$ cat src/rtl/seq_divider_if.sv
// seq_divider_if: start/done handshake bundle for the sequential divider.
//   master : controller side, drives start, dividend, divisor
//   slave  : divider side, drives busy, done, quotient, remainder, div_by_zero
// WIDTH must match the WIDTH of the attached seq_divider.
interface seq_divider_if #(
    parameter int WIDTH = 8
);
    logic             start;
    logic [WIDTH-1:0] dividend;
    logic [WIDTH-1:0] divisor;
    logic             busy;
    logic             done;
    logic [WIDTH-1:0] quotient;
    logic [WIDTH-1:0] remainder;
    logic             div_by_zero;

    modport master (
        output start, dividend, divisor,
        input  busy, done, quotient, remainder, div_by_zero
    );

    modport slave (
        input  start, dividend, divisor,
        output busy, done, quotient, remainder, div_by_zero
    );
endinterface

$ cat src/rtl/seq_divider.sv
// seq_divider: restoring shift-subtract integer divider, one quotient bit per clock.
//   clk, rst : rising-edge clock, synchronous active-high reset
//   bus      : seq_divider_if.slave
//              start/dividend/divisor in; busy, done (1-cycle pulse),
//              quotient/remainder/div_by_zero out, held until the next done.
// Latency: done is high WIDTH cycles after the accepting edge; a zero divisor
// finishes in one cycle. start is accepted in IDLE and in DONE (back-to-back).
// Optional macro SEQ_DIVIDER_SIGNED_EN: two's complement operands, truncating
// division, remainder carries the dividend's sign. Undefined: unsigned only.
module seq_divider #(
    parameter int WIDTH = 8
) (
    input  logic          clk,
    input  logic          rst,
    seq_divider_if.slave  bus
);
    localparam int CW = $clog2(WIDTH + 1);

    typedef enum logic [1:0] {IDLE, RUN, DONE} state_t;

    state_t           state_q, state_d;
    logic [WIDTH-1:0] rem_q, rem_d;       // partial remainder
    logic [WIDTH-1:0] wq_q, wq_d;         // working quotient / dividend shifter
    logic [WIDTH-1:0] dvs_q, dvs_d;       // latched divisor (magnitude)
    logic [CW-1:0]    cnt_q, cnt_d;
    logic [WIDTH-1:0] quo_q, quo_d;
    logic [WIDTH-1:0] remo_q, remo_d;
    logic             busy_q, busy_d;
    logic             done_q, done_d;
    logic             dbz_q, dbz_d;

    logic [WIDTH-1:0] dvd_mag, dvs_mag;
    logic [WIDTH:0]   rem_sh;
    logic             ge;
    logic [WIDTH-1:0] rem_nx, wq_nx;
    logic [WIDTH-1:0] quo_fix, rem_fix;

`ifdef SEQ_DIVIDER_SIGNED_EN
    logic neg_quo_q, neg_quo_d;
    logic neg_rem_q, neg_rem_d;

    assign dvd_mag = bus.dividend[WIDTH-1] ? -bus.dividend : bus.dividend;
    assign dvs_mag = bus.divisor[WIDTH-1]  ? -bus.divisor  : bus.divisor;
    // most-negative has no positive twin, but its magnitude is still exact
    // as an unsigned value, so -MIN/-1 falls out as MIN with no special case
    assign quo_fix = neg_quo_q ? -wq_nx  : wq_nx;
    assign rem_fix = neg_rem_q ? -rem_nx : rem_nx;
`else
    assign dvd_mag = bus.dividend;
    assign dvs_mag = bus.divisor;
    assign quo_fix = wq_nx;
    assign rem_fix = rem_nx;
`endif

    // One restoring step. The shifted remainder is WIDTH+1 bits, so the
    // subtract is judged by a full-width compare rather than a borrow bit.
    assign rem_sh = {rem_q, wq_q[WIDTH-1]};
    assign ge     = rem_sh >= {1'b0, dvs_q};
    assign rem_nx = ge ? WIDTH'(rem_sh - {1'b0, dvs_q}) : rem_sh[WIDTH-1:0];
    assign wq_nx  = {wq_q[WIDTH-2:0], ge};

    always_comb begin
        state_d = state_q;
        rem_d   = rem_q;
        wq_d    = wq_q;
        dvs_d   = dvs_q;
        cnt_d   = cnt_q;
        quo_d   = quo_q;
        remo_d  = remo_q;
        busy_d  = busy_q;
        done_d  = 1'b0;
        dbz_d   = dbz_q;
`ifdef SEQ_DIVIDER_SIGNED_EN
        neg_quo_d = neg_quo_q;
        neg_rem_d = neg_rem_q;
`endif
        case (state_q)
            IDLE, DONE: begin
                state_d = IDLE;
                if (bus.start) begin
                    if (bus.divisor == '0) begin
                        quo_d   = '1;
                        remo_d  = bus.dividend;
                        dbz_d   = 1'b1;
                        done_d  = 1'b1;
                        state_d = DONE;
                    end else begin
                        rem_d   = '0;
                        wq_d    = dvd_mag;
                        dvs_d   = dvs_mag;
                        cnt_d   = CW'(WIDTH);
                        busy_d  = 1'b1;
                        state_d = RUN;
`ifdef SEQ_DIVIDER_SIGNED_EN
                        neg_quo_d = bus.dividend[WIDTH-1] ^ bus.divisor[WIDTH-1];
                        neg_rem_d = bus.dividend[WIDTH-1];
`endif
                    end
                end
            end
            RUN: begin
                rem_d = rem_nx;
                wq_d  = wq_nx;
                cnt_d = cnt_q - CW'(1);
                if (cnt_q == CW'(1)) begin
                    quo_d   = quo_fix;
                    remo_d  = rem_fix;
                    dbz_d   = 1'b0;
                    done_d  = 1'b1;
                    busy_d  = 1'b0;
                    state_d = DONE;
                end
            end
            default: state_d = IDLE;
        endcase
    end

    always_ff @(posedge clk) begin
        if (rst) begin
            state_q <= IDLE;
            rem_q   <= '0;
            wq_q    <= '0;
            dvs_q   <= '0;
            cnt_q   <= '0;
            quo_q   <= '0;
            remo_q  <= '0;
            busy_q  <= 1'b0;
            done_q  <= 1'b0;
            dbz_q   <= 1'b0;
`ifdef SEQ_DIVIDER_SIGNED_EN
            neg_quo_q <= 1'b0;
            neg_rem_q <= 1'b0;
`endif
        end else begin
            state_q <= state_d;
            rem_q   <= rem_d;
            wq_q    <= wq_d;
            dvs_q   <= dvs_d;
            cnt_q   <= cnt_d;
            quo_q   <= quo_d;
            remo_q  <= remo_d;
            busy_q  <= busy_d;
            done_q  <= done_d;
            dbz_q   <= dbz_d;
`ifdef SEQ_DIVIDER_SIGNED_EN
            neg_quo_q <= neg_quo_d;
            neg_rem_q <= neg_rem_d;
`endif
        end
    end

    assign bus.busy        = busy_q;
    assign bus.done        = done_q;
    assign bus.quotient    = quo_q;
    assign bus.remainder   = remo_q;
    assign bus.div_by_zero = dbz_q;
endmodule

$ cat src/flat_wrapper.sv
// flat-port wrapper written by rule: the top's interface ports become plain ports
module seq_divider_flat 
#(
    parameter int WIDTH = 8
)
  (clk, rst, bus_start, bus_dividend, bus_divisor, bus_busy, bus_done, bus_quotient, bus_remainder, bus_div_by_zero);
  seq_divider_if #(.WIDTH(WIDTH)) bus_i ();
  input  logic clk;
  input  logic rst;
  input wire logic [$bits(bus_i.start)-1:0] bus_start;
  input wire logic [$bits(bus_i.dividend)-1:0] bus_dividend;
  input wire logic [$bits(bus_i.divisor)-1:0] bus_divisor;
  output wire logic [$bits(bus_i.busy)-1:0] bus_busy;
  output wire logic [$bits(bus_i.done)-1:0] bus_done;
  output wire logic [$bits(bus_i.quotient)-1:0] bus_quotient;
  output wire logic [$bits(bus_i.remainder)-1:0] bus_remainder;
  output wire logic [$bits(bus_i.div_by_zero)-1:0] bus_div_by_zero;
  assign bus_i.start = bus_start;
  assign bus_i.dividend = bus_dividend;
  assign bus_i.divisor = bus_divisor;
  assign bus_busy = bus_i.busy;
  assign bus_done = bus_i.done;
  assign bus_quotient = bus_i.quotient;
  assign bus_remainder = bus_i.remainder;
  assign bus_div_by_zero = bus_i.div_by_zero;
  seq_divider #(.WIDTH(WIDTH)) u_core (.clk(clk), .rst(rst), .bus(bus_i));
endmodule
$ cat config.mk
export PLATFORM = sky130hd
export DESIGN_NAME = seq_divider_flat
export DESIGN_NICKNAME = d
export VERILOG_FILES = /design/src/rtl/seq_divider_if.sv /design/src/rtl/seq_divider.sv /design/src/flat_wrapper.sv
export SDC_FILE = /design/constraint.sdc
export NUM_CORES = 1
export LEC_CHECK = 0
export ABC_AREA = 1
export BUFFER_PORTS_ARGS = -buffer_cell sky130_fd_sc_hd__buf_2
export CORE_MARGIN = 2
export CORE_UTILIZATION = 35
export DETAILED_ROUTE_END_ITERATION = 7
export PLACE_DENSITY = 0.52
export SYNTH_ARGS = -nofsm -noshare
export SYNTH_HDL_FRONTEND = slang
export SYNTH_SLANG_ARGS = --single-unit
$ cat constraint.sdc
create_clock -name clk -period 5.7 [get_ports clk]
set_clock_uncertainty 0.2 [all_clocks]
set_input_delay 0.285 -clock clk [delete_from_list [all_inputs] [get_ports clk]]
set_output_delay 0.285 -clock clk [all_outputs]
set_load 0.05 [all_outputs]
==> results of run 1 <==
through the flow:
step           cell area [sq um]  utilization, %  hold WS [ns]  power (mW)
2_1_floorplan               2700               -         0.220       0.638
3_3_place_gp                2920            39.6         0.254       0.709
3_5_place_dp                2920            39.6         0.254       0.709
4_1_cts                     3030            41.1        0.0254       0.965
5_1_grt                     3030            41.1        0.0464        1.03
6_report                    3030            41.1        0.0296       0.953
layout make-up:
cell class	count	area, sq um	share of cell area (%)
multi-input cells	248	1330	44.0
clock inverters	3	43.8	1.44
flip-flops and latches	49	981	32.4
clock buffers	5	68.8	2.27
inverters	79	297	9.78
repair buffers	37	185	6.11
well taps	99	124	4.09
cell families after synthesis:
kind of cell / count (synthesis) / share of synthesized area, %
adder cells (fa/ha/maj): 11 / 5.39
flip-flops: 49 / 36.4
XOR/XNOR: 3 / 0.975
AO/OA/AOI/OAI: 73 / 15.3
AND/OR/NAND/NOR: 161 / 27.8
buffers and inverters: 95 / 14.2
cells in the final DEF (no fill, tap or decap), types with 2 or more instances in the layout:
cell type,n
nand2_1,79
a21oi_2,6
dfxtp_1,49
o21ai_0,31
clkbuf_8,5
inv_1,77
xnor2_1,3
ha_1,10
nand3_1,37
a21oi_1,25
buf_2,37
nand4_1,12
nor2_1,22
o211ai_1,8
nor2_2,2
inv_2,2
sequential cells by signal, summed over array words and instances, names as in the netlist:
register,count
u_core.bus.quotient,8
u_core.bus.remainder,8
u_core.dvs_q,8
u_core.rem_q,8
u_core.wq_q,8
u_core.cnt_q,4
u_core.state_q,2
u_core.bus.busy,1
u_core.bus.div_by_zero,1
u_core.bus.done,1
routing by layer:
metal  part of all wire (%)  global-route usage, %  routed length, um  vias up
met5                      0                      0                  0        -
met3                    3.3                   2.38                212       11
li1                       -                      -                  -     1308
met1                     48                   21.7               3080     1077
met2                     47                   26.9               2980       51
met4                    2.0                   6.22                129        0
report_power, final:
group          switching, mW  internal [mW]  total, mW
registers             0.0178          0.370      0.388
logic                  0.215         0.0984      0.313
clock network          0.120          0.132      0.251
tightest hold or removal path: cells and delay by family:
family / cells / cell delay [ns]
AND/OR/NAND/NOR: 2 / 0.12
buffers and inverters: 1 / 0.09
path summary, 6_finish.rpt:
check	slack, ns	cells past startpoint	endpoint
worst max-delay path	3.40	9	u_core.bus.remainder[5]
worst min-delay path	0.03	3	u_core.dvs_q[0]
worst max register to register	3.40	9	u_core.bus.remainder[5]
worst min register to register	0.27	2	u_core.dvs_q[3]
==> results.json, run 1 <==
{
  "drt-vias-per-instance": 4.71,
  "io_buffers": 37,
  "postRouteAntennaNets": 0,
  "grt_pass1_vias": 2427,
  "placed_cells": 512,
  "cts_root_buf": "clkbuf_8",
  "tightest_slew_ns": 1.13,
  "reg2reg_from": "u_core.state_q[0]",
  "synthTopCellsByCount": "79 x nand2_1, 77 x inv_1, 49 x dfxtp_1",
  "wl_per_cell_um": 12.3,
  "core-area_sq_um": 7370,
  "drt_iter0_markers": 98,
  "synth-seq-area-share_pct": 36.4,
  "ys_types": 32,
  "drive_gt1_share_pct": 14.7,
  "dieArea_sq_um": 8420,
  "async_reset_ff_share_pct": 0,
  "worst-endpoint-arrival_ns": 2.32,
  "routed_wl_mm": 6.40,
  "setup_viol": 0,
  "path_max_fanout": 34,
  "synth_top_area_share_pct": 36.4,
  "pre_cts_slack_ns": 3.40,
  "cts_resized": 0,
  "synth_most_common_cell": "nand2_1",
  "maxSlewViolCount": 0,
  "ys_ff_latch": 49,
  "hold_violations": 0,
  "setup-tns-final_ns": 0,
  "power_density_nw_per_um2": 314,
  "cts_tree": "done",
  "critPathBufInv": 3,
  "dr.pass1.iters": 4,
  "grt_antenna_before_repair": 0,
  "htreeDepth": 2,
  "cts.path.max_buffers": 2,
  "synth_flop_cell": "dfxtp_1",
  "cp_common_cell": "inv_2",
  "fin_ws_ns": 3.40,
  "rsz0062_at_grt": "no",
  "synth-edff-count": 0,
  "worstSetupStartpointType": "flip-flop",
  "post-cts-setup-buffers": 0,
  "grt_max_degree": 42,
  "min_period_ns": 2.30,
  "cts.sinks": 49,
  "fin_crit_sh_pct": 40.4,
  "crit_path_top_delay_cell": "nand2_2",
  "dr_total_vias": 2447,
  "die_w_um": 91.8,
  "gr-total-overflow": 0,
  "vdd_drop_max_v": 0.000151,
  "stdcell_count": 520,
  "crit_family": "simple AND/OR/NAND/NOR gates",
  "maxCapViolations": 0,
  "num-nets-final": 450,
  "worstSetupEndpointType": "flip-flop",
  "start_util_pct": 36.6,
  "cp_data_required_time_ns": 5.72,
  "antennaDiodeCount": 0,
  "power.static_leakage_nw": 1.63,
  "critPathKind": "reg -> reg",
  "grt_first_pass_wirelength_mm": 11.2,
  "syn-mean-instance-area_sq_um": 6.88,
  "hpwl_mm": 4.68,
  "ys_warn_count": 0,
  "io_pins": 38,
  "synth_nets": 422,
  "min_from": "bus_divisor[0]",
  "rows": 31,
  "synth_top_cell_by_area": "dfxtp_1",
  "cpPeakStageDelay_ns": 0.40,
  "postCtsHoldBufs": 0,
  "cp_cell_sequence": "inv_2, nor2_8, nand4_4, nand2_2, inv_2, a21oi_1, nand3_1, nand2_1, inv_1",
  "max_freq_mhz": 435,
  "syn_inst": 392,
  "hold_class": "in -> reg",
  "startpoint": "u_core.state_q[0]",
  "track_usage_pct": 16.3,
  "outcome": "complete, no violations",
  "path_clk_slew_ns": 0.10,
  "gp_congestion": 0.834,
  "worst_slew_margin_rel_pct": 24.7,
  "insertion_delay_ns": 0.31,
  "die_y_um": 91.8,
  "area_growth_pct": 12.5,
  "synth_area_leaders": "dfxtp_1 36%, nand2_1 11%, inv_1 11%, nand3_1 6.9%, o21ai_0 5.8%",
  "drc": 0,
  "syn_area_sq_um": 2700,
  "fillers": 804,
  "cts_buffers": 5
}
No activity file was read; power rests on OpenSTA's default activity.
==> run 2, diff against run 1 <==
PLACE_DENSITY = 0.54   (was 0.52)
clock period = 1.9 ns   (was 5.7 ns; I/O delays follow)
==> run 2 against run 1 <==
  * Worst setup slack worse by 3.4 ns
  * Power grew to 3.7 times the previous value
  * Sequential power grew to 3.0 times the previous value
  * Cell area is 30% higher
  * Via count is 11% higher
  * Sequential share of layout area is 7.0 points lower
==> results.json, run 2 (synthesis results as in run 1) <==
{
  "outcome": "complete, no violations",
  "place_area_sq_um": 3150,
  "num-nets-final": 501,
  "worst-endpoint-arrival_ns": 1.94,
  "power.static_leakage_nw": 1.97,
  "grt_first_pass_wirelength_mm": 11.5,
  "max_freq_mhz": 532,
  "antennaDiodeCount": 0,
  "cts_tree": "done",
  "hpwl_mm": 4.73,
  "grt_pass1_vias": 2541,
  "maxSlewViolCount": 0,
  "fin_crit_sh_pct": 99.0,
  "power_density_nw_per_um2": 887,
  "critPathKind": "reg -> reg",
  "die_y_um": 91.8,
  "rows": 31,
  "postLayoutCellArea_sq_um": 3930,
  "cts_root_buf": "clkbuf_8",
  "postRouteAntennaNets": 0,
  "setup_viol": 0,
  "drc": 0,
  "worstSetupEndpointType": "flip-flop",
  "dieArea_sq_um": 8420,
  "grt_antenna_before_repair": 0,
  "vdd_drop_max_v": 0.000458,
  "io_pins": 38,
  "area_growth_pct": 45.7,
  "io_buffers": 37,
  "clockPowerShare_pct": 18.2,
  "grt_max_degree": 42,
  "wl_per_cell_um": 13.4,
  "swShare_pct": 40.8,
  "worst_slew_margin_rel_pct": 73.3,
  "worstSetupStartpointType": "flip-flop",
  "startpoint": "u_core.wq_q[7]",
  "fin_ws_ns": 0.0196,
  "routed_wl_mm": 7.64,
  "min_from": "bus_dividend[0]",
  "crit_end": "u_core.rem_q[4]",
  "layout_common_cells": "69 x inv_1, 63 x nand2_1, 39 x dfxtp_1",
  "multiInputGateArea_sq_um": 1740,
  "start_util_pct": 36.6,
  "fillers": 708,
  "insertion_delay_ns": 0.31,
  "cp_data_required_time_ns": 1.96,
  "reg2reg_from": "u_core.wq_q[7]",
  "tightest_slew_ns": 0.401,
  "seqPwrFrac_pct": 33.7,
  "setup-tns-final_ns": 0,
  "r2r_cells": 10,
  "r2r-end": "u_core.rem_q[4]",
  "hold_class": "in -> reg",
  "gp_congestion": 0.860,
  "dr_total_vias": 2706,
  "crit_path_top_delay_cell": "fa_2",
  "hold_violations": 0,
  "pre_cts_slack_ns": -0.167,
  "cts.path.max_buffers": 2,
  "gr-total-overflow": 0,
  "ff_latch_area_sq_um": 996,
  "cp_common_cell": "nand3_2",
  "critPathBufInv": 2,
  "path_clk_slew_ns": 0.10,
  "final_util_pct": 53.3,
  "dr.pass1.iters": 4,
  "htreeDepth": 2,
  "maxCapViolations": 0,
  "drt-vias-per-instance": 4.74,
  "final_common_cell": "inv_1",
  "cts.sinks": 49,
  "worstSetupPathDepth": 10,
  "path_max_fanout": 2,
  "reg2reg_setup_slack_ns": 0.02,
  "cp_cell_sequence": "inv_2, ha_4, fa_2, nor2_4, nor2_2, xnor2_2, nand3_2, nand3_2, nand2_1, inv_1",
  "whs_path_depth": 5,
  "die_w_um": 91.8,
  "cts_buffers": 5,
  "switchingPower_mw": 1.42,
  "drt_iter0_markers": 124,
  "drive_gt1_share_pct": 36.2,
  "cell_internal_pwr_mw": 2.06,
  "min_period_ns": 1.88,
  "cpPeakStageDelay_ns": 0.37,
  "crit_family": "adder cells",
  "p_comb_share_pct": 48.1,
  "track_usage_pct": 16.8,
  "core-area_sq_um": 7370,
  "rsz0062_at_grt": "yes"
}
[run 2: cell type report]
class	instances	share of cell area (%)
Tap cell	99	3.15
Sequential cell	49	25.4
Timing Repair inverter	1	0.191
Inverter	79	7.71
Clock inverter	2	0.350
Multi-Input combinational cell	251	44.3
Timing Repair Buffer	84	17.0
Clock buffer	6	1.85
[run 2: worst min-delay path by stage]
stage | endpoint | slack, ns
final | u_core.wq_q[0] | 0.03
after global routing | u_core.dvs_q[7] | 0.08
after detailed placement | u_core.dvs_q[0] | 0.16
after floorplan | u_core.dvs_q[0] | 0.03
after CTS | u_core.wq_q[0] | 0.03
after global placement | u_core.dvs_q[0] | 0.17
[run 2: worst min-delay path, stage by stage]
cell     delay, ns
buf_2         0.09
inv_1         0.05
nor2_1        0.05
a21oi_1       0.12
a21oi_1       0.07
[run 2: per-layer routing]
layer | vias to the layer above | part of all wire (%) | track usage, %
li1 | 1422 | - | -
met1 | 1218 | 46 | 22.1
met2 | 58 | 49 | 28.7
met3 | 8 | 4.2 | 2.63
met4 | 0 | 1.1 | 4.23
met5 | - | 0 | 0
[run 2: repair_timing]
| item | CTS | global route |
|---|---|---|
| gates cloned | 0 | 7 |
| hold endpoints to repair | 24 | 0 |
| hold buffers | 17 | 0 |
| buffers inserted | 2 | 5 |
| setup endpoints to repair | 16 | 28 |
| pin swaps | 7 | 35 |
| gates resized for setup | 11 | 91 |
[run 2: stage by stage]
stage                     power, mW  hold WS (ns)  cells
after CTS                      2.99        0.0261    568
after global placement         2.25         0.165    541
after global routing           3.69        0.0810    571
after detailed placement       2.25         0.163    541
after floorplan                1.91        0.0299    392
final                          3.48        0.0272    571
[run 2: power by group through the flow]
stage | registers (mW) | clock network, mW | logic (mW)
detailed placement | 1.18 | 0 | 1.07
global route | 1.19 | 0.680 | 1.83
floorplan | 1.23 | 0 | 0.687
CTS | 1.16 | 0.656 | 1.17
finish | 1.18 | 0.632 | 1.68
global placement | 1.18 | 0 | 1.06
==> run 3, diff against run 2 <==
ABC_AREA = not set   (was 1)
PLACE_DENSITY = 0.55   (was 0.54)
==> run 3 against run 2 <==
  * The flow now finishes with violations (setup timing)
  * Highest routed layer unchanged
  * Synthesized cell count shrank 17%
  * Count of clock-buffer cells in the layout fell by 1
  * Sequential power about the same
  * Cell count decreased by 6.0%
  * Critical path type unchanged
  * Synthesized area fell by 8.3%
  * Flip-flop and latch count unchanged
  * Worst hold slack improved by 0.084 ns
==> results.json, run 3 <==
{
  "outcome": "finished, violations left",
  "violations": "setup timing",
  "maxSlewViolCount": 0,
  "cp_common_cell": "a211oi_2",
  "wl_per_cell_um": 14.0,
  "fillers": 649,
  "crit_path_top_delay_cell": "dfxtp_2",
  "final_common_cell": "nor2_1",
  "setup_viol": 18,
  "whs_endpoint": "u_core.bus.remainder[4]",
  "critPathBufInv": 1,
  "synth_area_leaders": "dfxtp_1 40%, nor2_1 9.3%, nand2_1 8.2%, a21oi_1 5.5%, ha_1 5.1%",
  "layout_common_cells": "60 x nor2_1, 58 x buf_4, 49 x nand2_1",
  "synth_top_cell_by_area": "dfxtp_1",
  "worst_slew_margin_rel_pct": 74.8,
  "power.static_leakage_nw": 1.63,
  "postLayoutCellArea_sq_um": 3970,
  "clockPowerShare_pct": 20.5,
  "drt-vias-per-instance": 4.98,
  "hold_violations": 0,
  "cp_cell_sequence": "inv_2, ha_4, fa_2, or2b_1, a211oi_2, o21a_1, nor3_1, o31a_2, a211oi_2",
  "r2r_cells": 9,
  "cts.sinks": 49,
  "ys_warn_count": 0,
  "synth_flop_cell": "dfxtp_1",
  "vdd_drop_max_v": 0.000450,
  "synth_most_common_cell": "nor2_1",
  "syn-mean-instance-area_sq_um": 7.58,
  "io_pins": 38,
  "tightest_slew_ns": 0.374,
  "dieArea_sq_um": 7750,
  "cpPeakStageDelay_ns": 0.35,
  "grt_max_degree": 43,
  "reg2reg_from": "u_core.wq_q[7]",
  "cts.path.max_buffers": 2,
  "synth_top_area_share_pct": 39.7,
  "rsz0062_at_grt": "yes",
  "swShare_pct": 36.4,
  "dr.pass1.iters": 5,
  "crit_family": "compound AO/OA/AOI/OAI gates",
  "fin_ws_ns": -0.425,
  "grt_pass1_vias": 2553,
  "syn_area_sq_um": 2470,
  "final_util_pct": 58.2,
  "cts_tree": "done",
  "start_util_pct": 36.2,
  "critPathKind": "reg -> reg",
  "path_max_fanout": 2,
  "postRouteAntennaNets": 0,
  "async_reset_ff_share_pct": 0,
  "max_freq_mhz": 430,
  "synthTopCellsByCount": "61 x nor2_1, 54 x nand2_1, 49 x dfxtp_1",
  "synth-seq-area-share_pct": 39.7,
  "die_y_um": 88.0,
  "ys_types": 38,
  "core-area_sq_um": 6830,
  "routed_wl_mm": 7.53,
  "reg2reg_setup_slack_ns": -0.42,
  "seqPwrFrac_pct": 31.2,
  "cp_data_required_time_ns": 1.93,
  "drt_iter0_markers": 159,
  "area_growth_pct": 60.8,
  "p_comb_share_pct": 48.3,
  "drc": 0,
  "die_w_um": 88.0,
  "drive_gt1_share_pct": 42.0,
  "worst-endpoint-arrival_ns": 2.36,
  "pre_cts_slack_ns": -0.532,
  "power_density_nw_per_um2": 959,
  "io_buffers": 37,
  "worstSetupStartpointType": "flip-flop",
  "insertion_delay_ns": 0.31,
  "whs_path_depth": 4,
  "maxCapViolations": 0,
  "num-nets-final": 470,
  "place_area_sq_um": 3250,
  "rows": 30,
  "synth-edff-count": 0,
  "gp_congestion": 0.921,
  "hold_class": "in -> reg",
  "syn_inst": 326,
  "cts_buffers": 5,
  "r2r-end": "u_core.rem_q[6]",
  "hpwl_mm": 5.33,
  "grt_antenna_before_repair": 0,
  "gr-total-overflow": 0,
  "antennaDiodeCount": 0,
  "cts_root_buf": "clkbuf_8",
  "switchingPower_mw": 1.39,
  "grt_first_pass_wirelength_mm": 12.4,
  "min_from": "bus_start",
  "cell_internal_pwr_mw": 2.42,
  "worstSetupEndpointType": "flip-flop",
  "fin_crit_sh_pct": 122,
  "path_clk_slew_ns": 0.10,
  "ys_ff_latch": 49,
  "min_period_ns": 2.32,
  "track_usage_pct": 20.7,
  "htreeDepth": 2,
  "dr_total_vias": 2672,
  "synth_nets": 356
}
## run 3: per-layer routing
metal	up-vias	track usage, %	share of wire, %
met5	-	0	0
met4	0	6.75	2.4
met3	14	3.68	3.0
met2	50	32.8	45
met1	1244	28.8	49
li1	1364	-	-
## run 3: final cells by class
| class | count | area (sq um) | share of cell area [%] |
|---|---|---|---|
| multi-input cells | 249 | 1770 | 44.5 |
| clock buffers | 5 | 68.8 | 1.73 |
| flip-flops and latches | 49 | 996 | 25.1 |
| repair buffers | 123 | 932 | 23.5 |
| inverters | 12 | 45.0 | 1.13 |
| clock inverters | 3 | 43.8 | 1.10 |
| well taps | 96 | 120 | 3.02 |
## run 3: cell families (layout without fill, tap and decap cells)
| logic type | Yosys count | after routing | synth area share [%] |
|---|---|---|---|
| compound gates | 81 | 81 | 22.4 |
| xor+xnor | 2 | 2 | 0.709 |
| fa+ha+maj | 11 | 11 | 5.87 |
| buf+inv | 28 | 143 | 4.51 |
| flops | 49 | 49 | 39.7 |
| simple gates | 155 | 155 | 26.8 |
## run 3: power groups by stage
| stage | clock (mW) | combinational, mW | sequential, mW |
|---|---|---|---|
| after global routing | 0.836 | 2.00 | 1.20 |
| final | 0.782 | 1.84 | 1.19 |
| after global placement | 0 | 1.32 | 1.20 |
| after detailed placement | 0 | 1.33 | 1.20 |
| after CTS | 0.792 | 1.71 | 1.19 |
| after floorplan | 0 | 0.684 | 1.29 |
## run 3: worst max path at each step
stage,startpoint,endpoint,slack [ns],cells after the start
4_1_cts,u_core.wq_q[7],u_core.rem_q[6],-0.42,9
5_1_grt,u_core.wq_q[7],u_core.rem_q[6],-0.53,9
2_1_floorplan,u_core.wq_q[7],u_core.rem_q[6],-0.43,9
6_report,u_core.wq_q[7],u_core.rem_q[6],-0.42,9
3_5_place_dp,u_core.wq_q[7],u_core.rem_q[6],-0.53,9
3_3_place_gp,u_core.wq_q[7],u_core.bus.remainder[6],-0.51,9
## run 3: through the flow
stage	cells	setup TNS, ns	power, mW	hold WS [ns]
after floorplan	326	-3.69	1.97	0.0310
after global placement	504	-6.32	2.51	0.153
after global routing	537	-5.34	4.03	0.169
after CTS	534	-3.85	3.69	0.0856
after detailed placement	504	-6.71	2.53	0.154
final	537	-3.97	3.81	0.111
## run 3: worst register-to-register path: stages, from the launching register on
cell,delay [ns]
dfxtp_2,0.35
inv_2,0.05
ha_4,0.16
fa_2,0.33
or2b_1,0.25
a211oi_2,0.23
o21a_1,0.16
nor3_1,0.05
o31a_2,0.31
a211oi_2,0.18
## run 3: timing repair
| action | 4_1_cts | 5_1_grt |
|---|---|---|
| hold buffers | 17 | 0 |
| resized for setup | 62 | 20 |
| pin swaps | 31 | 10 |
| hold endpoints to repair | 16 | 0 |
| setup buffers | 8 | 5 |
| endpoints found under the setup margin | 19 | 24 |
